## src/rtl/tick_gen_pkg.sv

```systemverilog
// tick_gen_pkg: shared FSM encoding and counter sizing helper for the tick generator
package tick_gen_pkg;

    typedef enum logic [1:0] {
        IDLE   = 2'd0,
        PRESS  = 2'd1,
        HOLD   = 2'd2,
        REPEAT = 2'd3
    } btn_state_t;

    function automatic int cw(input int n);
        return n < 2 ? 1 : $clog2(n);
    endfunction

endpackage

```

## src/rtl/btn_cond.sv

```systemverilog
// btn_cond: synchronises, debounces and auto-repeats the set button into one-cycle INC pulses
module btn_cond
    import tick_gen_pkg::*;
#(
    parameter int DEB     = 1_000_000,
    parameter int REP_DLY = 25_000_000,
    parameter int REP_PER = 10_000_000
) (
    input  logic CLK,
    input  logic RST,
    input  logic BTN,
    output logic INC
);

    localparam int DW = cw(DEB + 1);
    localparam int RW = cw(REP_DLY > REP_PER ? REP_DLY : REP_PER);
    localparam logic [DW-1:0] DEB_LAST = DW'(DEB - 1);
    localparam logic [RW-1:0] DLY_LAST = RW'(REP_DLY - 2);
    localparam logic [RW-1:0] PER_LAST = RW'(REP_PER - 1);

    logic          s1, s, deb;
    logic [DW-1:0] dcnt;
    logic [RW-1:0] rcnt, rcnt_n;
    logic          inc_n;
    btn_state_t    state, state_n;

    always_ff @(posedge CLK) begin
        if (RST) begin
            s1   <= 1'b0;
            s    <= 1'b0;
            deb  <= 1'b0;
            dcnt <= '0;
        end else begin
            s1 <= BTN;
            s  <= s1;
            if (s == deb) begin
                dcnt <= '0;
            end else if (dcnt == DEB_LAST) begin
                deb  <= s;
                dcnt <= '0;
            end else begin
                dcnt <= dcnt + 1'b1;
            end
        end
    end

    always_ff @(posedge CLK) begin
        if (RST) begin
            state <= IDLE;
            rcnt  <= '0;
            INC   <= 1'b0;
        end else begin
            state <= state_n;
            rcnt  <= rcnt_n;
            INC   <= inc_n;
        end
    end

    // HOLD fires one count early because PRESS already consumed one clock of the delay
    always_comb begin
        state_n = state;
        rcnt_n  = rcnt + 1'b1;
        inc_n   = 1'b0;
        case (state)
            IDLE: begin
                rcnt_n = '0;
                if (deb) begin
                    state_n = PRESS;
                    inc_n   = 1'b1;
                end
            end
            PRESS: begin
                rcnt_n  = '0;
                state_n = deb ? HOLD : IDLE;
            end
            HOLD: begin
                if (!deb) begin
                    state_n = IDLE;
                end else if (rcnt == DLY_LAST) begin
                    state_n = REPEAT;
                    inc_n   = 1'b1;
                    rcnt_n  = '0;
                end
            end
            REPEAT: begin
                if (!deb) begin
                    state_n = IDLE;
                end else if (rcnt == PER_LAST) begin
                    inc_n  = 1'b1;
                    rcnt_n = '0;
                end
            end
        endcase
    end

endmodule

```

## src/rtl/tick_gen.sv

```systemverilog
// tick_gen: clock prescaler producing EN tick and BLINK square wave, plus conditioned button INC
module tick_gen
    import tick_gen_pkg::*;
#(
    parameter int DIV     = 50_000_000,
    parameter int DEB     = 1_000_000,
    parameter int REP_DLY = 25_000_000,
    parameter int REP_PER = 10_000_000
) (
    input  logic CLK,
    input  logic RST,
    input  logic BTN,
    output logic EN,
    output logic INC,
    output logic BLINK
);

    localparam int CW = cw(DIV);
    localparam logic [CW-1:0] LAST = CW'(DIV - 1);
    localparam logic [CW-1:0] HALF = CW'(DIV / 2 - 1);

    logic [CW-1:0] cnt;

    always_ff @(posedge CLK) begin
        if (RST) begin
            cnt   <= '0;
            EN    <= 1'b0;
            BLINK <= 1'b0;
        end else begin
            cnt   <= cnt == LAST ? '0 : cnt + 1'b1;
            EN    <= cnt == LAST;
            BLINK <= BLINK ^ (cnt == LAST || cnt == HALF);
        end
    end

    btn_cond #(
        .DEB    (DEB),
        .REP_DLY(REP_DLY),
        .REP_PER(REP_PER)
    ) u_btn (
        .CLK(CLK),
        .RST(RST),
        .BTN(BTN),
        .INC(INC)
    );

endmodule

```

## config.mk

```make
export PLATFORM = sky130hd
export DESIGN_NAME = tick_gen
export DESIGN_NICKNAME = d
export VERILOG_FILES = /design/src/rtl/tick_gen_pkg.sv /design/src/rtl/btn_cond.sv /design/src/rtl/tick_gen.sv
export SDC_FILE = /design/constraint.sdc
export NUM_CORES = 1
export LEC_CHECK = 0
export CORE_ASPECT_RATIO = 0.9
export CORE_MARGIN = 2
export CORE_UTILIZATION = 55
export DETAILED_ROUTE_END_ITERATION = 12
export PLACE_DENSITY = 0.72
export SETUP_SLACK_MARGIN = 0.1
export SLEW_MARGIN = 0
export SYNTH_ARGS = -nofsm -noshare
export SYNTH_HDL_FRONTEND = slang
export SYNTH_SLANG_ARGS = --single-unit
```

## constraint.sdc

```tcl
create_clock -name CLK -period 4.61 [get_ports CLK]
set_input_delay 0.922 -clock CLK [delete_from_list [all_inputs] [get_ports CLK]]
set_output_delay 0.922 -clock CLK [all_outputs]
set_load 0.02 [all_outputs]
```

==> flow_results.xml <==
<?xml version="1.0" encoding="UTF-8"?>
<metrics>
  <group name="floorplanning">
    <metric name="fp.dieArea" unit="um^2">6940</metric>
    <metric name="height_of_the_chip" unit="um">79.3</metric>
    <metric name="placeableCoreArea" unit="um^2">6110</metric>
    <metric name="boundaryPins" unit="">6</metric>
    <metric name="start_util" unit="%">56.6</metric>
    <metric name="placement_rows" unit="">27</metric>
    <metric name="die_width" unit="um">87.6</metric>
  </group>
  <group name="finish">
    <metric name="antenna-diode-count" unit="">0</metric>
    <metric name="multi_input_logic_area" unit="um^2">1810</metric>
    <metric name="areaGrowthSynthToFinish" unit="%">8.82</metric>
    <metric name="layout.nets" unit="">409</metric>
    <metric name="stdcell_count" unit="">494</metric>
    <metric name="share_of_layout_cells_above_drive_strength_1" unit="%">4.18</metric>
    <metric name="stdcell_area" unit="um^2">3770</metric>
    <metric name="fillers" unit="">551</metric>
    <metric name="most_frequent_standard_cell_in_the_layout_excluding_fill_and_tap_cells" unit="">sky130_fd_sc_hd__nor2_1</metric>
    <metric name="mostFrequentLayoutCells" unit="">85 x sky130_fd_sc_hd__nor2_1, 79 x sky130_fd_sc_hd__dfxtp_1, 48 x sky130_fd_sc_hd__xor2_1</metric>
    <metric name="regArea" unit="um^2">1580</metric>
  </group>
  <group name="global_routing">
    <metric name="wire_length_of_the_first_global_routing_pass" unit="um">10700</metric>
    <metric name="largest_net_degree_at_the_start_of_global_routing" unit="">25</metric>
    <metric name="grt_pass1_vias" unit="">2443</metric>
    <metric name="globalRoute.totalOverflow" unit="">0</metric>
    <metric name="antenna_found_initial" unit="">0</metric>
    <metric name="track_usage" unit="%">19.5</metric>
  </group>
  <group name="placement">
    <metric name="gpl.final_weighted_congestion" unit="">0.811</metric>
    <metric name="detailedPlacementHpwl" unit="um">4240</metric>
    <metric name="port-buffer-count" unit="">5</metric>
    <metric name="placedCellCount" unit="">478</metric>
    <metric name="placement.cell_area" unit="um^2">3580</metric>
  </group>
  <group name="drt">
    <metric name="antenna_violating_nets_remaining" unit="">0</metric>
    <metric name="first_iter_violations" unit="">75</metric>
    <metric name="num_vias" unit="">2645</metric>
    <metric name="drt_pass1_iterations" unit="">5</metric>
    <metric name="drt_drc_violations_left" unit="">0</metric>
    <metric name="detail_route.wirelength" unit="um">6070</metric>
    <metric name="routed_wire_length_per_instance" unit="um">12.3</metric>
    <metric name="drt-vias-per-instance" unit="">5.35</metric>
  </group>
  <group name="clocking">
    <metric name="reg_clk_slew_reported_paths" unit="ns">0.08</metric>
    <metric name="numClockSinks" unit="">79</metric>
    <metric name="post_cts.repair.setup_buffers" unit="">0</metric>
    <metric name="postCtsResizedCells" unit="">0</metric>
    <metric name="clk-insertion-delay-late" unit="ns">0.35</metric>
    <metric name="cts_tree" unit="">built</metric>
    <metric name="root_buffer_selected_by_cts" unit="">sky130_fd_sc_hd__clkbuf_8</metric>
    <metric name="numCtsBuffers" unit="">9</metric>
    <metric name="cts-htree-levels" unit="">3</metric>
    <metric name="cts_max_path_buffers" unit="">2</metric>
    <metric name="cts_hold_buf" unit="">0</metric>
  </group>
  <group name="power">
    <metric name="power_density" unit="nW/um^2">317</metric>
    <metric name="power.total" unit="uW">1200</metric>
    <metric name="cellLeakagePower" unit="uW">0.00119</metric>
    <metric name="irDropWorstVdd" unit="mV">0.251</metric>
  </group>
  <group name="logic_synthesis">
    <metric name="synth-warning-count" unit="">0</metric>
    <metric name="syn-instance-count" unit="">397</metric>
    <metric name="syn_area_per_cell" unit="um^2">8.72</metric>
    <metric name="synth_nets" unit="">404</metric>
    <metric name="synth-seq-cells" unit="">79</metric>
    <metric name="syn-cell-area" unit="um^2">3460</metric>
    <metric name="ys_types" unit="">36</metric>
    <metric name="ys_seq_area_share" unit="%">45.7</metric>
  </group>
  <group name="status">
    <metric name="status" unit="">finished clean</metric>
  </group>
  <group name="timing">
    <metric name="rsz0062_at_grt" unit="">no</metric>
    <metric name="final-setup-viol-count" unit="">0</metric>
    <metric name="max_slew_violation_count" unit="">0</metric>
    <metric name="maxSlewHeadroom" unit="%">28.8</metric>
    <metric name="tightestPinTransition" unit="ns">1.06</metric>
    <metric name="hold_viol" unit="">0</metric>
    <metric name="final_tns_setup" unit="ns">0</metric>
    <metric name="fmax" unit="GHz">0.409</metric>
    <metric name="fin_crit_sh" unit="%">53.0</metric>
    <metric name="layout_min_cycle_time" unit="ns">2.44</metric>
    <metric name="clock-skew-final" unit="ns">0.0129</metric>
  </group>
  <group name="worst_setup_path">
    <metric name="critical_path_buf_inv_count" unit="">0</metric>
    <metric name="worst_setup_path_start_kind" unit="">register</metric>
    <metric name="timing.critical_path.required" unit="ns">4.81</metric>
    <metric name="path_max_fanout" unit="">24</metric>
    <metric name="timing.rr.start" unit="">cnt[14]</metric>
    <metric name="worst-setup-path-type" unit="">register to register</metric>
    <metric name="crit_path_end_kind" unit="">register</metric>
    <metric name="setup.worst_path.start" unit="">cnt[14]</metric>
    <metric name="critical_path.max_stage_delay" unit="ns">0.69</metric>
    <metric name="cell_type_of_the_slowest_stage_on_the_worst_timing_path" unit="">sky130_fd_sc_hd__nand2b_1</metric>
    <metric name="crit_path_cell_chain" unit="">or4b_1 &gt; or3_1 &gt; nand4b_1 &gt; nand2b_1 &gt; nor2_1</metric>
    <metric name="arrival" unit="ns">2.64</metric>
    <metric name="critical_path.top_delay_family" unit="">simple AND/OR/NAND/NOR gates</metric>
  </group>
  <group name="min_path">
    <metric name="worst_hold_path_type" unit="">register to register</metric>
    <metric name="timing.hold.worst.start" unit="">u_btn.s1</metric>
  </group>
  <group name="job">
    <metric name="max-cap-violations" unit="">0</metric>
  </group>
</metrics>
registers in the layout, indices dropped and copies added (netlist names):
name	cells
u_btn.deb	1
u_btn.dcnt	20
u_btn.rcnt	25
u_btn.s	1
u_btn.INC	1
BLINK	1
cnt	26
u_btn.state	2
EN	1
u_btn.s1	1
cell type report:
cell class,count,share of cell area (%)
clock buffers,11,3.49
clock inverters,5,1.56
inverters,8,0.797
multi-input cells,299,47.9
flip-flops and latches,79,42.0
well taps,87,2.89
repair buffers,5,1.33
cell usage after synthesis (all sizes together):
cell	number	area, um^2
a211o	1	8.76
a21o	1	7.51
a21oi	1	5.00
and2	2	12.5
and3	7	43.8
and3b	1	8.76
and4	7	62.6
buf	4	17.5
clkbuf	7	26.3
dfxtp	79	1580
ha	4	50.1
inv	8	30.0
mux2i	1	10.0
nand2	29	109
nand2b	3	18.8
nand3	28	140
nand3b	1	7.51
nand4	25	156
nand4b	2	17.5
nor2	85	319
nor2b	3	18.8
nor3	5	25.0
nor4	11	68.8
nor4b	6	52.6
nor4bb	1	10.0
o31a	1	8.76
o31ai	1	7.51
or2	1	6.26
or3	2	12.5
or3b	1	8.76
or4b	2	20.0
or4bb	1	11.3
xnor2	18	158
xor2	48	420
routing by layer:
layer,share of wire [%],up-vias,routed length (um),track usage [%]
li1,-,1364,-,-
met1,52,1255,3130,25.3
met2,45,24,2730,30.2
met3,3.0,2,181,7.48
met4,0.51,0,31,5.38
met5,0,-,0,0
kinds of logic after synthesis:
family,count (synthesis),synth area share [%]
xor gates and xnor gates,66,16.7
and+or+nand+nor,223,32.6
buffers and inverters,19,2.13
muxes,1,0.289
DFF,79,45.7
adders and majority gates,4,1.45
AOI/OAI and AO/OA,5,1.08
power by group:
group	switching (uW)	leakage, uW	internal, uW	total [uW]
Combinational	8.74	0.000463	5.35	14.1
Sequential	3.89	0.000637	685	689
Clock	242	0.0000895	250	492
path summary, 6_finish.rpt:
check        slack (ns)  cells past startpoint       to
max                2.17                      5  cnt[25]
max reg2reg        2.17                      5  cnt[25]
min reg2reg        0.47                      1  u_btn.s
min                0.47                      1  u_btn.s
per-stage QoR:
step	utilization, %	setup WS [ns]	hold slack, ns
after floorplan	-	2.51	0.414
after global placement	58.5	1.98	0.422
after detailed placement	58.5	1.91	0.437
after CTS	61.6	2.14	0.475
after global routing	61.6	1.89	0.496
final	61.6	2.17	0.467
(Power assumes the default switching activity.)
